File: src/rtl/llc_sweep_ctrl.sv
// LLC reset/flush sweep sequencer: drives stall-flag command pulses and walks every set/way.
// Optional LLC_FLUSH_INVALIDATE_EN: flush invalidates every valid line instead of keeping it clean.
`ifndef LLC_SETS
`define LLC_SETS 4
`endif
`ifndef LLC_WAYS
`define LLC_WAYS 2
`endif
`ifndef LLC_TAG_BITS
`define LLC_TAG_BITS 9
`endif

module llc_sweep_ctrl #(
    parameter int unsigned SETS     = `LLC_SETS,
    parameter int unsigned WAYS     = `LLC_WAYS,
    parameter int unsigned SET_BITS = $clog2(SETS),
    parameter int unsigned WAY_BITS = $clog2(WAYS),
    parameter int unsigned TAG_BITS = `LLC_TAG_BITS
) (
    input  logic                         clk,
    input  logic                         rst,
    input  logic                         rst_start,
    input  logic                         flush_start,
    output logic                         busy,
    output logic                         clr_rst_stall,
    output logic                         set_flush_stall,
    output logic                         clr_flush_stall,
    output logic                         clr_rst_flush_stalled_set,
    output logic                         incr_rst_flush_stalled_set,
    output logic                         rd_req,
    output logic [SET_BITS-1:0]          rd_set,
    output logic [WAY_BITS-1:0]          rd_way,
    input  logic                         rd_valid,
    input  logic                         rd_line_valid,
    input  logic                         rd_dirty,
    input  logic [TAG_BITS-1:0]          rd_tag,
    output logic                         wr_valid,
    input  logic                         wr_ready,
    output logic [SET_BITS-1:0]          wr_set,
    output logic [WAY_BITS-1:0]          wr_way,
    output logic                         wr_all_ways,
    output logic                         wr_line_valid,
    output logic                         wr_dirty,
    output logic                         evict_valid,
    input  logic                         evict_ready,
    output logic [TAG_BITS+SET_BITS-1:0] evict_addr
);

    typedef enum logic [2:0] {
        IDLE, RST_WR, FL_RD, FL_WAIT, FL_EVICT, FL_WR, DONE
    } state_t;

    localparam logic [SET_BITS-1:0] LAST_SET = SET_BITS'(SETS - 1);
    localparam logic [WAY_BITS-1:0] LAST_WAY = WAY_BITS'(WAYS - 1);
`ifdef LLC_FLUSH_INVALIDATE_EN
    localparam logic FL_LINE_VALID = 1'b0;
`else
    localparam logic FL_LINE_VALID = 1'b1;
`endif

    state_t                r_state, w_state_nxt;
    logic [SET_BITS-1:0]   r_set, w_set_nxt;
    logic [WAY_BITS-1:0]   r_way, w_way_nxt;
    logic [TAG_BITS-1:0]   r_tag, w_tag_nxt;
    logic                  r_lvalid, w_lvalid_nxt;
    logic                  r_ldirty, w_ldirty_nxt;
    logic                  r_rsp, w_rsp_nxt;
    logic                  r_clr_rst, w_clr_rst;
    logic                  r_set_fl, w_set_fl;
    logic                  r_clr_fl, w_clr_fl;
    logic                  r_clr_rfs, w_clr_rfs;
    logic                  r_incr, w_incr;
    logic                  w_adv;

    always_ff @(posedge clk) begin
        if (rst) begin
            r_state   <= IDLE;
            r_set     <= '0;
            r_way     <= '0;
            r_tag     <= '0;
            r_lvalid  <= 1'b0;
            r_ldirty  <= 1'b0;
            r_rsp     <= 1'b0;
            r_clr_rst <= 1'b0;
            r_set_fl  <= 1'b0;
            r_clr_fl  <= 1'b0;
            r_clr_rfs <= 1'b0;
            r_incr    <= 1'b0;
        end else begin
            r_state   <= w_state_nxt;
            r_set     <= w_set_nxt;
            r_way     <= w_way_nxt;
            r_tag     <= w_tag_nxt;
            r_lvalid  <= w_lvalid_nxt;
            r_ldirty  <= w_ldirty_nxt;
            r_rsp     <= w_rsp_nxt;
            r_clr_rst <= w_clr_rst;
            r_set_fl  <= w_set_fl;
            r_clr_fl  <= w_clr_fl;
            r_clr_rfs <= w_clr_rfs;
            r_incr    <= w_incr;
        end
    end

    always_comb begin
        w_state_nxt  = r_state;
        w_set_nxt    = r_set;
        w_way_nxt    = r_way;
        w_tag_nxt    = r_tag;
        w_lvalid_nxt = r_lvalid;
        w_ldirty_nxt = r_ldirty;
        w_rsp_nxt    = r_rsp;
        w_clr_rst    = 1'b0;
        w_set_fl     = 1'b0;
        w_clr_fl     = 1'b0;
        w_clr_rfs    = 1'b0;
        w_incr       = 1'b0;
        w_adv        = 1'b0;

        if (rst_start && (r_state != IDLE)) begin
            // abort: any sweep restarts as a reset sweep; a flush also drops its stall
            w_state_nxt = RST_WR;
            w_set_nxt   = '0;
            w_way_nxt   = '0;
            w_rsp_nxt   = 1'b0;
            w_clr_rfs   = 1'b1;
            w_clr_fl    = r_state inside {FL_RD, FL_WAIT, FL_EVICT, FL_WR};
        end else begin
            case (r_state)
                IDLE: begin
                    if (rst_start) begin
                        w_state_nxt = RST_WR;
                        w_set_nxt   = '0;
                        w_way_nxt   = '0;
                        w_clr_rfs   = 1'b1;
                    end else if (flush_start) begin
                        w_state_nxt = FL_RD;
                        w_set_nxt   = '0;
                        w_way_nxt   = '0;
                        w_set_fl    = 1'b1;
                        w_clr_rfs   = 1'b1;
                    end
                end
                RST_WR: begin
                    if (wr_ready) begin
                        w_incr = 1'b1;
                        if (r_set == LAST_SET) begin
                            w_clr_rst   = 1'b1;
                            w_state_nxt = DONE;
                        end else begin
                            w_set_nxt = r_set + 1'b1;
                        end
                    end
                end
                FL_RD: w_state_nxt = FL_WAIT;
                FL_WAIT: begin
                    // response is captured first, decided on the following cycle
                    if (!r_rsp) begin
                        if (rd_valid) begin
                            w_tag_nxt    = rd_tag;
                            w_lvalid_nxt = rd_line_valid;
                            w_ldirty_nxt = rd_dirty;
                            w_rsp_nxt    = 1'b1;
                        end
                    end else begin
                        w_rsp_nxt = 1'b0;
                        if (r_lvalid && r_ldirty) begin
                            w_state_nxt = FL_EVICT;
                        end else if (r_lvalid) begin
`ifdef LLC_FLUSH_INVALIDATE_EN
                            w_state_nxt = FL_WR;
`else
                            w_adv = 1'b1;
`endif
                        end else begin
                            w_adv = 1'b1;
                        end
                    end
                end
                FL_EVICT: if (evict_ready) w_state_nxt = FL_WR;
                FL_WR:    if (wr_ready) w_adv = 1'b1;
                DONE:     w_state_nxt = IDLE;
                default:  w_state_nxt = IDLE;
            endcase

            if (w_adv) begin
                w_state_nxt = FL_RD;
                if (r_way == LAST_WAY) begin
                    w_way_nxt = '0;
                    w_incr    = 1'b1;
                    if (r_set == LAST_SET) begin
                        w_clr_fl    = 1'b1;
                        w_state_nxt = DONE;
                    end else begin
                        w_set_nxt = r_set + 1'b1;
                    end
                end else begin
                    w_way_nxt = r_way + 1'b1;
                end
            end
        end
    end

    assign busy                       = (r_state != IDLE);
    assign clr_rst_stall              = r_clr_rst;
    assign set_flush_stall            = r_set_fl;
    assign clr_flush_stall            = r_clr_fl;
    assign clr_rst_flush_stalled_set  = r_clr_rfs;
    assign incr_rst_flush_stalled_set = r_incr;

    assign rd_req        = (r_state == FL_RD);
    assign rd_set        = r_set;
    assign rd_way        = r_way;

    assign wr_valid      = (r_state == RST_WR) || (r_state == FL_WR);
    assign wr_set        = r_set;
    assign wr_way        = r_way;
    assign wr_all_ways   = (r_state == RST_WR);
    assign wr_line_valid = (r_state == FL_WR) && FL_LINE_VALID;
    assign wr_dirty      = 1'b0;

    assign evict_valid   = (r_state == FL_EVICT);
    assign evict_addr    = {r_tag, r_set};

endmodule

File: config.mk
export PLATFORM = sky130hd
export DESIGN_NAME = llc_sweep_ctrl
export DESIGN_NICKNAME = d
export VERILOG_FILES = /design/src/rtl/llc_sweep_ctrl.sv
export SDC_FILE = /design/constraint.sdc
export NUM_CORES = 1
export LEC_CHECK = 0
export BUFFER_PORTS_ARGS = -buffer_cell sky130_fd_sc_hd__buf_2
export CAP_MARGIN = 5
export CELL_PAD_IN_SITES_DETAIL_PLACEMENT = 1
export CELL_PAD_IN_SITES_GLOBAL_PLACEMENT = 1
export CORE_MARGIN = 2
export CORE_UTILIZATION = 35
export CTS_BUF_LIST = sky130_fd_sc_hd__clkbuf_16
export DETAILED_ROUTE_END_ITERATION = 8
export PLACE_DENSITY = 0.82
export RECOVER_POWER = 100
export SLEW_MARGIN = 15
export SYNTH_ARGS = -nofsm -noshare
export SYNTH_HDL_FRONTEND = slang
export SYNTH_SLANG_ARGS = --single-unit
File: constraint.sdc
create_clock -name clk -period 2.3 [get_ports clk]
set_clock_uncertainty 0.2 [all_clocks]
set_input_delay 0.23 -clock clk [delete_from_list [all_inputs] [get_ports clk]]
set_output_delay 0.23 -clock clk [all_outputs]
set_load 0.02 [all_outputs]
==> results.toml <==
[worst_setup_path]
startpoint_type = "register"
cp_max_fo = 17
arrival_ps = 2060
cpPeakStageDelay_ps = 630
critical_path_class = "reg2reg"
cp_slowest_cell = "dfxtp_1"
reg2reg_slack_ps = 210
crit_path_cell_trace = "and3b_1, a32oi_1, buf_4, or2_2, a221oi_2"
cp_top_family = "flip-flops"
end_kind = "register"
path_buf_inv = 1
required_ps = 2270

[final_layout]
diodes = 0
fin_util_pct = 43.9
synthToLayoutAreaGrowth_pct = 18.8
nets = 201
drive_above_1_share_pct = 15.7

[logic_synthesis]
synth_top_family_by_area = "simple AND/OR/NAND/NOR gates"
yosysTopAreaCell = "dfxtp_1"
synth_mux_area_share_pct = 9.69
synthSimpleGateAreaFrac_pct = 25.6
ys.flop_type = "dfxtp_1"
synth.area.top_cells = "dfxtp_1 (37%), mux2i_1 (8.8%), nor2_1 (4.8%), buf_4 (4.2%), ha_1 (4.0%)"
postSynthAreaPerCell_um2 = 8.82
syn-num-nets = 164
synth_compound_area_share_pct = 13.6
yosys_warnings = 0
ys_types = 43
syn_area_um2 = 1250
async_flop_share_pct = 0
syn_inst = 142
synth_xor_area_share_pct = 0
synth-seq-cells = 23
synth-edff-count = 0
synth_top_area_share_pct = 36.8
ys_seq_area_share_pct = 36.8
synth_fa_ha_area_share_pct = 4.00

[clocking]
cts-hold-fix-buffers = 0
cts_resized = 0
clk_path_buf_depth = 2
htreeDepth = 1
cts.sinks = 23
cts_setup_buffers = 0
root_buffer = "clkbuf_16"
cts_tree = "done"
numCtsBuffers = 3
clk_pin_slew_ps = 60
clk_latency_ps = 260

[timing]
finalSetupViolations = 0
rsz0062_at_grt = "no"
tns_ps = 0
drv_slew = 0
holdWs_ps = 4.08
fmax_mhz = 479
max_slew_margin_pct = 61.1
setup_ws_ps = 213
fin_crit_sh_pct = 90.8
worst_pin_slew_ps = 583
min_period_ps = 2090
hold_violations = 0

[floorplanning]
die_h_um = 63.8
io_pins = 47
dieArea_um2 = 4070
initial_utilization_pct = 37.0
rows = 21
core-area_um2 = 3390
die_x_um = 63.8

[drt]
post_drt_wl_per_cell_um = 14.6
vias = 1136
wirelength_um = 3270
antenna_left = 0
wl_met2_um = 1640
routed.top_layer = "met4"
routed_via_density = 5.07
drtIter0Drc = 48
wl_met1_um = 1440
met3_wirelength_um = 129
first_pass_iters = 4
drcViolationCount = 0

[placed_design]
dp_hpwl_um = 2460
gp_congestion = 0.777
post-place-ws_ps = 241
numPortBuffers = 45

[power]
ir_drop_v = 0.000352
cellLeakagePower_nw = 0.638
powerDensity_nw_per_um2 = 1020

[grt]
grt_pass1_wl_um = 5350
antenna_found_initial = 0
grt_overflow_total = 0
grt_max_degree = 19
grtUsageTotal_pct = 16.9
grt_pass1_vias = 1097

[run_status]
status = "finished, final reports clean"

[run]
cap_violations = 0

[hold_path]
hp-class = "in2reg"
-- worst register-to-register path: stages (launching register included) --
cell and delay [ps]:
dfxtp_1 630, and3b_1 310, a32oi_1 80, buf_4 190, or2_2 330, a221oi_2 260
-- cells by family after synthesis --
family	Yosys count
compound gates	23
fa+ha+maj	4
buf+inv	23
flops	23
mux	12
other cells	1
simple gates	56
-- Yosys cell counts (2+ instances only) --
master / instances
dfxtp_1: 23
nor2_1: 16
mux2i_1: 11
buf_4: 7
inv_1: 7
a21oi_1: 6
nand3_1: 6
buf_2: 5
nand2_1: 5
ha_1: 4
nand2b_1: 4
nor3_1: 4
and3b_1: 3
clkbuf_1: 3
nand3b_1: 3
nor2b_1: 3
a211oi_1: 2
a31oi_1: 2
nand4b_1: 2
o2111ai_1: 2
or4_1: 2
-- per-stage QoR --
| stage | total power [mW] | cell area, µm² | std cells |
|---|---|---|---|
| finish | 1.52 | 1490 | 224 |
| global route | 1.62 | 1490 | 224 |
| CTS | 1.58 | 1540 | 224 |
| detailed placement | 1.20 | 1460 | 220 |
| global placement | 1.17 | 1460 | 220 |
| floorplan | 1.04 | 1250 | 142 |
-- flip-flops by register name (all words and copies together), names as in the netlist --
register,flops
rd_way,1
clr_rst_flush_stalled_set,1
r_lvalid,1
r_ldirty,1
set_flush_stall,1
clr_rst_stall,1
r_rsp,1
rd_set,2
r_state,3
r_tag,9
clr_flush_stall,1
incr_rst_flush_stalled_set,1
-- layout make-up --
type                       instances  area, µm²
tap                               46       57.6
fill                             436       1900
sequential                        23        460
multi-input combinational         96        658
clock inverter                     1       3.75
inverter                           7       26.3
clock buffer                       3       75.1
timing repair buffer              48        206
-- power breakdown --
group | switching [mW] | leakage [nW] | internal [mW]
Clock | 0.143 | 0.0423 | 0.232
Combinational | 0.393 | 0.409 | 0.234
Sequential | 0.0766 | 0.186 | 0.442
Total | 0.613 | 0.638 | 0.909
-- routing by layer --
metal / vias to the layer above / global-route usage [%]
met3: 5 / 4.23
met1: 540 / 19.6
li1: 565 / -
met5: - / 0
met4: 0 / 7.61
met2: 26 / 29.0
-- placed cells by master (no fill, tap or decap), types with 4 or more instances in the layout --
cell type | Yosys | final
nand3_1 | 6 | 6
nor2_1 | 16 | 16
ha_1 | 4 | 4
nand2b_1 | 4 | 4
clkbuf_1 | 3 | 29
nand2_1 | 5 | 6
nor3_1 | 4 | 4
inv_1 | 7 | 8
buf_2 | 5 | 18
mux2i_1 | 11 | 11
dfxtp_1 | 23 | 23
a21oi_1 | 6 | 6
-- path summary, 6_finish.rpt --
kind               from  depth (start not counted)   endpoint
max          r_state[2]                          5  rd_set[0]
min           rd_tag[2]                          3   r_tag[2]
max reg2reg  r_state[2]                          5  rd_set[0]
min reg2reg    r_tag[2]                          2   r_tag[2]
Note: power is estimated with default switching activity, not from simulation.
